==> config.mk <==
export PLATFORM = sky130hd
export DESIGN_NAME = hps_ext_cmdq_flat
export DESIGN_NICKNAME = d
export VERILOG_FILES = /design/src/rtl/hps_ext_pkg.sv /design/src/rtl/hps_ext_if.sv /design/src/rtl/hps_ext_fifo.sv /design/src/rtl/hps_ext_cmdq.sv /design/src/flat_wrapper.sv
export SDC_FILE = /design/constraint.sdc
export NUM_CORES = 1
export LEC_CHECK = 0
export ABC_AREA = 0
export BUFFER_PORTS_ARGS = -buffer_cell sky130_fd_sc_hd__buf_2
export CAP_MARGIN = 20
export CORE_ASPECT_RATIO = 0.5
export CORE_UTILIZATION = 45
export DETAILED_ROUTE_END_ITERATION = 10
export PLACE_DENSITY = 0.74
export SLEW_MARGIN = 30
export SYNTH_ARGS = -nofsm -noshare
export SYNTH_HDL_FRONTEND = slang
export SYNTH_SLANG_ARGS = --single-unit
==> constraint.sdc <==
create_clock -name clk_sys -period 7.7 [get_ports clk_sys]
set_clock_uncertainty 0.1 [all_clocks]
set_input_delay 0.385 -clock clk_sys [delete_from_list [all_inputs] [get_ports clk_sys]]
set_output_delay 0.385 -clock clk_sys [all_outputs]
set_load 0.1 [all_outputs]
==> src/rtl/hps_ext_pkg.sv <==
// Shared definitions for the HPS extension-bus command endpoint:
// command offsets, EXT_BUS bit positions, blit queue entry layout.
package hps_ext_pkg;

  // Command codes are CMD_BASE + offset
  localparam logic [15:0] CMD_GET_STATUS = 16'd0;
  localparam logic [15:0] CMD_GET_CONFIG = 16'd1;
  localparam logic [15:0] CMD_SET_CONFIG = 16'd2;
  localparam logic [15:0] CMD_SET_PULSE  = 16'd3;
  localparam logic [15:0] CMD_SET_BLIT_Q = 16'd4;
  localparam logic [15:0] CMD_COUNT      = 16'd5;

  // Bit positions within the flat 36-bit EXT_BUS of hps_io
  localparam int EXT_DOUT_LSB = 0;
  localparam int EXT_DIN_LSB  = 16;
  localparam int EXT_DOUT_EN  = 32;
  localparam int EXT_STROBE   = 33;
  localparam int EXT_ENABLE   = 34;
  localparam int EXT_W        = 36;

  typedef struct packed {
    logic [15:0] flags;
    logic [31:0] size;
  } blit_entry_t;

  // Bus framing only resumes once enable has been seen low
  typedef enum logic {ST_WAIT_IDLE, ST_ARMED} bus_state_e;

  // Unsigned offset of a code from the base; owned iff result < CMD_COUNT
  function automatic logic [15:0] cmd_offset(input logic [15:0] code, input logic [15:0] base);
    return code - base;
  endfunction

endpackage

==> src/rtl/hps_ext_if.sv <==
// EXT_BUS handshake between hps_io (master) and the command endpoint (slave).
interface hps_ext_if;
  logic [15:0] dout;
  logic [15:0] din;
  logic        dout_en;
  logic        strobe;
  logic        enable;

  modport master (output din, strobe, enable, input dout, dout_en);
  modport slave  (input din, strobe, enable, output dout, dout_en);
endinterface

==> src/rtl/hps_ext_fifo.sv <==
// Show-ahead FIFO for queued blit requests. A push while full is accepted
// when a pop happens in the same cycle; otherwise it is reported on drop.
module hps_ext_fifo #(
  parameter int W     = 48,
  parameter int DEPTH = 4,
  localparam int AW   = $clog2(DEPTH)
) (
  input  logic          clk,
  input  logic          reset,
  input  logic          push,
  input  logic [W-1:0]  din,
  input  logic          pop,
  output logic [W-1:0]  dout,
  output logic          empty,
  output logic          drop,
  output logic [AW:0]   level
);
  localparam logic [AW-1:0] PTR_ONE = 1;
  localparam logic [AW:0]   LVL_ONE = 1;
  localparam logic [AW:0]   LVL_MAX = DEPTH;

  logic [DEPTH-1:0][W-1:0] mem;
  logic [AW-1:0]           rd_ptr, wr_ptr;
  logic                    full, do_push, do_pop;

  assign empty   = (level == '0);
  assign full    = (level == LVL_MAX);
  assign do_pop  = pop & ~empty;
  assign do_push = push & (~full | do_pop);
  assign drop    = push & ~do_push;
  assign dout    = mem[rd_ptr];

  // pointer and occupancy bookkeeping
  always_ff @(posedge clk) begin
    if (reset) begin
      rd_ptr <= '0;
      wr_ptr <= '0;
      level  <= '0;
    end else begin
      if (do_push) wr_ptr <= wr_ptr + PTR_ONE;
      if (do_pop)  rd_ptr <= rd_ptr + PTR_ONE;
      case ({do_push, do_pop})
        2'b10:   level <= level + LVL_ONE;
        2'b01:   level <= level - LVL_ONE;
        default: ;
      endcase
    end
  end

  // storage; full+pop writes the slot being vacated, which becomes the tail
  always_ff @(posedge clk) begin
    if (do_push) mem[wr_ptr] <= din;
  end
endmodule

==> src/rtl/hps_ext_cmdq.sv <==
// HPS extension-bus endpoint: command decode, atomic status snapshot,
// config registers, one-cycle pulses and a queued blit request FIFO.
// Optional: define HPS_EXT_CHECKSUM_EN to append an XOR checksum word
// after the level/overflow word of GET_STATUS.
module hps_ext_cmdq import hps_ext_pkg::*; #(
  parameter logic [15:0] CMD_BASE   = 16'hF0,
  parameter int          NUM_STATUS = 10,
  parameter int          NUM_CFG    = 4,
  parameter int          QDEPTH     = 4,
  localparam int         LW         = $clog2(QDEPTH) + 1
) (
  input  logic                    clk_sys,
  input  logic                    reset,
  hps_ext_if.slave                ext_bus,
  input  logic                    hps_event,
  input  logic [NUM_STATUS*16-1:0] status_in,
  output logic [NUM_CFG*16-1:0]   cfg_out,
  output logic [15:0]             pulse_out,
  output logic                    blit_valid,
  input  logic                    blit_ready,
  output logic [15:0]             blit_flags,
  output logic [31:0]             blit_size,
  output logic [LW-1:0]           q_level,
  output logic                    q_overflow
);
  bus_state_e                  state, state_nxt;
  logic [15:0]                 cmd, off_cmd, off_din;
  logic [4:0]                  wcnt;
  logic [NUM_STATUS-1:0][15:0] snap;
  logic [NUM_CFG-1:0][15:0]    cfg;
  logic [3:0]                  cfg_idx;
  logic [7:0]                  evt_cnt;
  logic                        evt_q;
  logic [15:0]                 flags_stg, size_lo_stg;
  logic [15:0]                 lvl_word, rd_word;
  logic                        stb, push, drop, empty;
  blit_entry_t                 head, tail;
`ifdef HPS_EXT_CHECKSUM_EN
  logic [15:0]                 csum;
`endif

  assign off_cmd  = cmd_offset(cmd, CMD_BASE);
  assign off_din  = cmd_offset(ext_bus.din, CMD_BASE);
  assign stb      = ext_bus.enable & ext_bus.strobe & (state == ST_ARMED);
  assign push     = stb && (off_cmd == CMD_SET_BLIT_Q) && (wcnt == 5'd3);
  assign lvl_word = {q_overflow, q_level, {(15-LW){1'b0}}};
  assign tail     = '{flags: flags_stg, size: {ext_bus.din, size_lo_stg}};
  assign cfg_out  = cfg;

  // state register: after reset wait for enable low before accepting strobes
  always_ff @(posedge clk_sys) begin
    if (reset) state <= ST_WAIT_IDLE;
    else       state <= state_nxt;
  end

  // next state: any idle bus arms the framer
  always_comb begin
    state_nxt = state;
    if (!ext_bus.enable) state_nxt = ST_ARMED;
  end

  // read-data mux for the word following the current one
  always_comb begin
    rd_word = '0;
    if (off_cmd == CMD_GET_STATUS) begin
      if (wcnt == 5'd1) rd_word = status_in[15:0];
      else if (int'(wcnt) == NUM_STATUS + 1) rd_word = lvl_word;
`ifdef HPS_EXT_CHECKSUM_EN
      else if (int'(wcnt) == NUM_STATUS + 2) rd_word = csum;
`endif
      else begin
        for (int i = 1; i < NUM_STATUS; i++)
          if (int'(wcnt) == i + 1) rd_word = snap[i];
      end
    end else if (off_cmd == CMD_GET_CONFIG) begin
      for (int i = 0; i < NUM_CFG; i++)
        if (int'(wcnt) == i + 1) rd_word = cfg[i];
    end
  end

  // bus framing, decode, snapshot, config writes, pulses and blit staging
  always_ff @(posedge clk_sys) begin
    if (reset) begin
      cmd             <= '0;
      wcnt            <= '0;
      ext_bus.dout    <= '0;
      ext_bus.dout_en <= 1'b0;
      snap            <= '0;
      cfg             <= '0;
      cfg_idx         <= '0;
      flags_stg       <= '0;
      size_lo_stg     <= '0;
      pulse_out       <= '0;
    end else begin
      pulse_out <= '0;
      if (!ext_bus.enable) begin
        cmd             <= '0;
        wcnt            <= '0;
        ext_bus.dout    <= '0;
        ext_bus.dout_en <= 1'b0;
      end else if (stb) begin
        if (wcnt != 5'd31) wcnt <= wcnt + 5'd1;
        if (wcnt == 5'd0) begin
          cmd             <= ext_bus.din;
          ext_bus.dout_en <= (off_din < CMD_COUNT);
          ext_bus.dout    <= (off_din < CMD_COUNT) ? {8'd0, evt_cnt} : 16'd0;
        end else begin
          ext_bus.dout <= rd_word;
          if (off_cmd == CMD_GET_STATUS && wcnt == 5'd1) snap <= status_in;
          if (off_cmd == CMD_SET_CONFIG) begin
            if (wcnt[0]) cfg_idx <= ext_bus.din[3:0];
            else begin
              for (int i = 0; i < NUM_CFG; i++)
                if (cfg_idx == 4'(i)) cfg[i] <= ext_bus.din;
            end
          end
          if (off_cmd == CMD_SET_PULSE && wcnt == 5'd1) pulse_out <= ext_bus.din;
          if (off_cmd == CMD_SET_BLIT_Q && wcnt == 5'd1) flags_stg   <= ext_bus.din;
          if (off_cmd == CMD_SET_BLIT_Q && wcnt == 5'd2) size_lo_stg <= ext_bus.din;
        end
      end
    end
  end

  // sticky overflow; cleared by a SET_PULSE carrying bit 15
  always_ff @(posedge clk_sys) begin
    if (reset) q_overflow <= 1'b0;
    else if (drop) q_overflow <= 1'b1;
    else if (stb && off_cmd == CMD_SET_PULSE && wcnt == 5'd1 && ext_bus.din[15])
      q_overflow <= 1'b0;
  end

  // event counter; reset loads the current level so no false edge follows
  always_ff @(posedge clk_sys) begin
    if (reset) begin
      evt_q   <= hps_event;
      evt_cnt <= '0;
    end else begin
      evt_q <= hps_event;
      if (hps_event ^ evt_q) evt_cnt <= evt_cnt + 8'd1;
    end
  end

`ifdef HPS_EXT_CHECKSUM_EN
  // running XOR of each GET_STATUS word as it is shifted out
  always_ff @(posedge clk_sys) begin
    if (reset) csum <= '0;
    else if (stb && off_cmd == CMD_GET_STATUS && wcnt != 5'd0 && int'(wcnt) <= NUM_STATUS + 1)
      csum <= (wcnt == 5'd1) ? rd_word : (csum ^ rd_word);
  end
`endif

  hps_ext_fifo #(.W($bits(blit_entry_t)), .DEPTH(QDEPTH)) u_fifo (
    .clk   (clk_sys),
    .reset (reset),
    .push  (push),
    .din   (tail),
    .pop   (blit_ready),
    .dout  (head),
    .empty (empty),
    .drop  (drop),
    .level (q_level)
  );

  assign blit_valid = ~empty;
  assign blit_flags = blit_valid ? head.flags : 16'd0;
  assign blit_size  = blit_valid ? head.size  : 32'd0;
endmodule

==> src/flat_wrapper.sv <==
// flat-port wrapper written by rule: the top's interface ports become plain ports
module hps_ext_cmdq_flat import hps_ext_pkg::*;
#(
  parameter logic [15:0] CMD_BASE   = 16'hF0,
  parameter int          NUM_STATUS = 10,
  parameter int          NUM_CFG    = 4,
  parameter int          QDEPTH     = 4,
  localparam int         LW         = $clog2(QDEPTH) + 1
)
  (clk_sys, reset, hps_event, status_in, cfg_out, pulse_out, blit_valid, blit_ready, blit_flags, blit_size, q_level, q_overflow, ext_bus_din, ext_bus_strobe, ext_bus_enable, ext_bus_dout, ext_bus_dout_en);
  hps_ext_if ext_bus_i ();
  input  logic clk_sys;
  input  logic reset;
  input  logic hps_event;
  input  logic [NUM_STATUS*16-1:0] status_in;
  output logic [NUM_CFG*16-1:0] cfg_out;
  output logic [15:0] pulse_out;
  output logic blit_valid;
  input  logic blit_ready;
  output logic [15:0] blit_flags;
  output logic [31:0] blit_size;
  output logic [LW-1:0] q_level;
  output logic q_overflow;
  input wire logic [$bits(ext_bus_i.din)-1:0] ext_bus_din;
  input wire logic [$bits(ext_bus_i.strobe)-1:0] ext_bus_strobe;
  input wire logic [$bits(ext_bus_i.enable)-1:0] ext_bus_enable;
  output wire logic [$bits(ext_bus_i.dout)-1:0] ext_bus_dout;
  output wire logic [$bits(ext_bus_i.dout_en)-1:0] ext_bus_dout_en;
  assign ext_bus_i.din = ext_bus_din;
  assign ext_bus_i.strobe = ext_bus_strobe;
  assign ext_bus_i.enable = ext_bus_enable;
  assign ext_bus_dout = ext_bus_i.dout;
  assign ext_bus_dout_en = ext_bus_i.dout_en;
  hps_ext_cmdq #(.CMD_BASE(CMD_BASE), .NUM_STATUS(NUM_STATUS), .NUM_CFG(NUM_CFG), .QDEPTH(QDEPTH)) u_core (.clk_sys(clk_sys), .reset(reset), .ext_bus(ext_bus_i), .hps_event(hps_event), .status_in(status_in), .cfg_out(cfg_out), .pulse_out(pulse_out), .blit_valid(blit_valid), .blit_ready(blit_ready), .blit_flags(blit_flags), .blit_size(blit_size), .q_level(q_level), .q_overflow(q_overflow));
endmodule
======== Word-level counts from Yosys, hierarchy flattened ========
Index checks and enable logic that the tools add are counted.
cells by class
  order comparisons ....................... 4
  muxes and demuxes ....................... 29
  eq/ne operators ......................... 25
  bitwise operators ....................... 15
  add/subtract/negate cells ............... 8
  reductions and logical operators ........ 28
operators by type and width
  operator               count
  $mux 16                19
  $bwmux 192             1
  $bmux 48 s2            1
  $demux 48 s2           1
  $mux 48                2
  $eq 16x2->1 const B    2
  $mux 32                1
  $sub 16x8->16 const B  2
  $reduce_and 6->1       4
  $eq 5x4->1 const B     4
  $eq 5x5->1 const B     4
  $eq 16x1->1 const B    1
  $eq 16x3->1 const B    1
  $logic_not 16->1       1
  $lt 16x3->1 const B    1
  $eq 5x2->1 const B     3
  $reduce_and 4->1       3
  $eq 5x3->1 const B     2
  $logic_and 1x1->1      10
  $add 8x1->8 const B    1
  $eq 4x2->1 const B     2
  $mux 8                 1
  $not 1->1              8
  $lt 2x3->1 const B     2
  24 further kinds       32
word-level totals
  register bits ........................... 508
  input bits .............................. 182
  word-level logic and storage cells ...... 141

======== Logic depth before layout (Yosys ltp) ========
  depth after elaboration ................. 14
  depth in mapped cells ................... 11

======== Modules after synthesis ========
From an unflattened synthesis, not the netlist that was laid out.
unflattened totals
  cells, all modules ...................... 2123
  area total of the unflattened synthesis .. 21678.3 um^2
modules (own cells, without submodules)
  module        cells an instance  times used  seq. area each (um^2)  area an instance (um^2)
  hps_ext_cmdq  1818               1           6185.9                 14288.7
  hps_ext_fifo  305                1           5905.7                 7389.6

======== Worst setup path before layout ========
Ideal clock, no wire load.
  path kind ............................... flip-flop to output port
  start point ............................. register u_core.u_fifo.level[0]
  end point ............................... output port blit_flags[10]
  stages on the path, launching flop included .. 5
  data required time ...................... 7215 ps
  path buffers ............................ 2
  slack ................................... 3896 ps
  data arrival time ....................... 3319 ps
  cell sequence ........................... dfxtp_1 -> or3_1 -> clkbuf_1 -> clkbuf_1 -> and2_1
on the way
  cells in the longest elaborated chain, start to end .. 2
RTL lines
  what                    RTL line             source
  from (decl)             hps_ext_fifo.sv:16   output logic [AW:0] level
  from (signal assigned)  hps_ext_fifo.sv:43   2'b10: level <= level + LVL_ONE;
  from (signal assigned)  hps_ext_fifo.sv:44   2'b01: level <= level - LVL_ONE;
  $logic_not 3->1         hps_ext_fifo.sv:26   assign empty = (level == '0);
  $mux 16                 hps_ext_cmdq.sv:166  assign blit_flags = blit_valid ? head.flags : 16'd0;
  to (decl)               flat_wrapper.sv:20   output logic [15:0] blit_flags;
Every way passes these cells.

======== Worst setup path in the final report ========
  start point ............................. register u_core.wcnt[0]
  end point ............................... register u_core.snap[112] in the netlist's numbering
on the way
  cells in the longest elaborated chain, start to end .. 3
  elaborated cells on any way between the ends .. 5
RTL lines
  what                                                   RTL line                                  source
  from (decl)                                            hps_ext_cmdq.sv:28                        logic [4:0] wcnt;
  from (signal assigned)                                 hps_ext_cmdq.sv:102                       if (wcnt != 5'd31) wcnt <= wcnt + 5'd1;
  $eq 5x1->1 / $logic_not 5->1 (equally long branches)   hps_ext_cmdq.sv:109, hps_ext_cmdq.sv:103
  $logic_and 1x1->1 / $not 1->1 (equally long branches)  --
  $reduce_and 4->1 (no source line) (*)                  --
  to (signal assigned)                                   hps_ext_cmdq.sv:109                       if (off_cmd == CMD_GET_STATUS && wcnt == 5'd1) snap <= status_in;
  to (decl)                                              hps_ext_cmdq.sv:29                        logic [NUM_STATUS-1:0][15:0] snap;
Every way passes the cells marked *; elsewhere a longest branch is shown, timed or not.
A chain may end at the register's enable or synchronous reset.

==> results.json <==
{
  "ys_top_cells_by_area": "dfxtp_1, edfxtp_1, nand2_1",
  "cts_tree": "done",
  "ys_seq_elements": 508,
  "critPathLaunchType": "register",
  "pwr_per_cell_area_nw_per_um2": 210.0,
  "most_common_library_cells_after_synthesis": "nand2_1, dfxtp_1, a21oi_1, edfxtp_1, clkbuf_1",
  "clk_pin_slew_worst_paths_ns": 0.07,
  "synth_edf_count": 192,
  "core_sq_um": 45560,
  "leakage_nw": 9.260,
  "post-route-drc-count": 0,
  "gp_routability_congestion": 0.9422,
  "grt_first_pass_wirelength_um": 99320,
  "n_fill_cell": 3848,
  "achievable-frequency_ghz": 0.2315,
  "placement_rows": 55,
  "layout_setup_ws_ns": 3.381,
  "critical-path-top-delay-family": "simple AND/OR/NAND/NOR gates",
  "wl_per_cell_um": 21.11,
  "gr-usage-met3": 0.03700,
  "seq_power_share": 0.507,
  "fp.dieH_um": 154.5,
  "worstSetupPathDepth": 10,
  "vias": 18011,
  "synth-async-reset-ratio": 0,
  "globalRouteMet1Util": 0.3324,
  "critical-path-top-cell-by-count": "buf_4",
  "globalRouteOverflowTotal": 0,
  "worst-endpoint-required_ns": 8.08,
  "syn-num-nets": 2265,
  "synth.distinct_cells": 77,
  "design.portCount": 332,
  "numPlacedInstances": 2899,
  "yosysTopAreaCell": "dfxtp_1",
  "cp_cell_sequence": "inv_1 -> ha_1 -> nor4b_2 -> buf_4 -> nand4b_1 -> nand2b_1 -> nor4_4 -> buf_4 -> nand2_1 -> a21oi_1",
  "die_x_um": 307.1,
  "routed_wirelength_um": 66050,
  "synth_flop_cell": "dfxtp_1",
  "timing.max_slew.rel_slack": 0.3369,
  "finalNetCount": 2658,
  "grt_use_met2": 0.4663,
  "netSwitchingFraction": 0.2273,
  "area_growth_syn_to_layout_pct": 24.79,
  "router_iterations_before_antenna_repair": 7,
  "yosys.area.top_type_share": 0.3021,
  "initial_antenna_violation_count": 1,
  "cp_num_buf_inv": 3,
  "floorplan.die_area_sq_um": 47460,
  "postSynthAreaPerCell_sq_um": 10.11,
  "grt_start_max_net_pins": 132,
  "final-setup-viol-count": 0,
  "drv.max_cap_violation_count": 0,
  "final_hold_viol_count": 0,
  "synth-seq-area-share": 0.5774,
  "start_util": 0.4597,
  "grt_most_used_layer": "met2",
  "unrepaired_setup_endpoints_after_global_routing": "false",
  "combPwrFrac": 0.059,
  "detailed_place_hpwl_um": 42410,
  "cts_buf_count": 45,
  "worst_hold_path.num_cells": 3,
  "worst_min_path_class": "in2reg",
  "final_cell_count_no_fill": 3129,
  "ant_nets_after_route": 0,
  "worstSetupEndpointType": "register",
  "p_clk_frac": 0.433,
  "finalCriticalPeriod_ns": 4.319,
  "netSwitchingPower_w": 0.001247,
  "mappedNetlistArea_sq_um": 20940,
  "number_of_h_tree_levels": 2,
  "via_density_per_instance": 5.756,
  "syn_inst": 2072,
  "yosys_warnings": 0,
  "timing.critical_path.slowest_cell_delay_ns": 0.76,
  "cpMaxStageDelayCell": "buf_4",
  "slew_violations": 0,
  "ctsLongestPathBuffers": 3,
  "cts.sink_count": 508,
  "vdd_drop_max_v": 0.0001731,
  "cts_root_buffer": "clkbuf_16",
  "number_of_global_route_vias_before_repair": 17052,
  "antenna_cells": 0,
  "timing.reg2reg.worst_path_depth": 10,
  "rrSetupSlack_ns": 3.38,
  "detailedRoute.firstIterationViolations": 2163,
  "layout_worst_path_cycle_share": 0.5609,
  "yosysMostFrequentCell": "nand2_1",
  "p_total_w": 0.005488,
  "post_route_cells_drive_above_1_share": 0.2054,
  "worst_setup_path_class": "reg2reg",
  "track_usage": 0.2710,
  "tightestPinTransition_ns": 0.9933,
  "cp.arrival_ns": 4.69,
  "buffer_ports.inserted": 331,
  "accumulated_negative_setup_slack_ns": 0,
  "cell_internal_pwr_w": 0.004241,
  "clk-insertion-delay-late_ns": 0.59,
  "status": "finished clean",
  "crit_path_max_fanout": 82,
  "pre_cts_ws_ns": 3.619
}
-- metal layers --
layer	part of all wire	routed length [um]
met1	0.38	25100
met2	0.49	32490
met3	0.069	4527
met4	0.060	3935
met5	0	0
-- layout by cell type, fill, tap and decap left out, types with 7 or more instances in the layout --
cell	instances
buf_2	330
clkbuf_1	12
a31oi_1	12
nand4_1	11
nand3_1	36
clkbuf_16	45
clkinv_2	9
o211ai_1	10
dlygate4sd3_1	146
xor2_1	10
a211oi_1	13
a221oi_1	17
dfxtp_1	314
o21ai_0	38
mux2i_1	26
nor3_1	13
o211a_1	10
nor2_1	61
a21oi_1	284
inv_1	12
o21ai_1	7
a32oi_1	13
a22oi_1	24
nand2_1	533
nand2b_1	10
buf_4	31
edfxtp_1	192
and2_1	70
mux4_2	48
ha_1	10
-- worst register-to-register path, cell delays in order, from the launching register on --
cell and delay [ns]:
dfxtp_1 0.49, inv_1 0.11, ha_1 0.35, nor4b_2 0.22, buf_4 0.26, nand4b_1 0.45, nand2b_1 0.37, nor4_4 0.70
buf_4 0.77, nand2_1 0.15, a21oi_1 0.25
-- kinds of logic after synthesis --
family	after synthesis	share of synthesized area
muxes	74	0.06405
DFF	508	0.5774
AOI/OAI and AO/OA	483	0.1388
buffers and inverters	177	0.03310
xor gates and xnor gates	15	0.006273
adders and majority gates	11	0.006930
and+or+nand+nor	804	0.1735
-- metrics by stage --
step / hold WS, ns / utilization / instance area [sq um]
global route: 0.1025 / 0.5737 / 26140
floorplan: 0.3127 / - / 20940
detailed placement: 0.3396 / 0.5073 / 23110
global placement: 0.3319 / 0.5061 / 23060
CTS: 0.07137 / 0.5735 / 26130
finish: 0.09239 / 0.5737 / 26140
-- flip-flops by register name (all words and copies together), names as in the netlist, 3 cells and up --
| signal | flops |
|---|---|
| u_core.snap | 144 |
| u_core.u_fifo.level | 3 |
| u_core.pulse_out | 16 |
| u_core.flags_stg | 16 |
| u_core.u_fifo.mem | 192 |
| u_core.evt_cnt | 8 |
| u_core.cfg_out | 64 |
| u_core.size_lo_stg | 16 |
| u_core.ext_bus.dout | 16 |
| u_core.cmd | 16 |
| u_core.wcnt | 5 |
| u_core.cfg_idx | 4 |
-- path summary, 6_finish.rpt --
check	start	endpoint
max	u_core.wcnt[0]$_SDFFE_PP0P_	u_core.snap[112]$_SDFFE_PP0P_
min	ext_bus_strobe	u_core.ext_bus.dout[7]$_SDFFE_PP0P_
max reg2reg	u_core.wcnt[0]$_SDFFE_PP0P_	u_core.snap[112]$_SDFFE_PP0P_
min reg2reg	u_core.snap[39]$_SDFFE_PP0P_	u_core.snap[39]$_SDFFE_PP0P_
-- power groups by stage --
stage	logic [W]	registers (W)	clock network (W)
2_1_floorplan	0.000159	0.00284	0
3_3_place_gp	0.000260	0.00285	0
3_5_place_dp	0.000264	0.00284	0
4_1_cts	0.000321	0.00278	0.00239
5_1_grt	0.000340	0.00278	0.00250
6_report	0.000326	0.00278	0.00238
-- what timing repair did --
| item | CTS | global route |
|---|---|---|
| hold endpoints to repair | 146 | 0 |
| setup buffers | 0 | 0 |
| resized for setup | 0 | 0 |
| hold buffers | 146 | 0 |
-- area by class of cell --
type                    count  area (sq um)  share of cell area
repair buffers            511          3406              0.1303
well taps                 627         784.5             0.03002
clock inverters            22         312.8             0.01197
clock buffers              62          1240             0.04744
multi-input cells        1387          8250              0.3157
inverters                  12         45.04            0.001723
flip-flops and latches    508         12100              0.4628
Note: power is estimated with default switching activity, not from simulation.
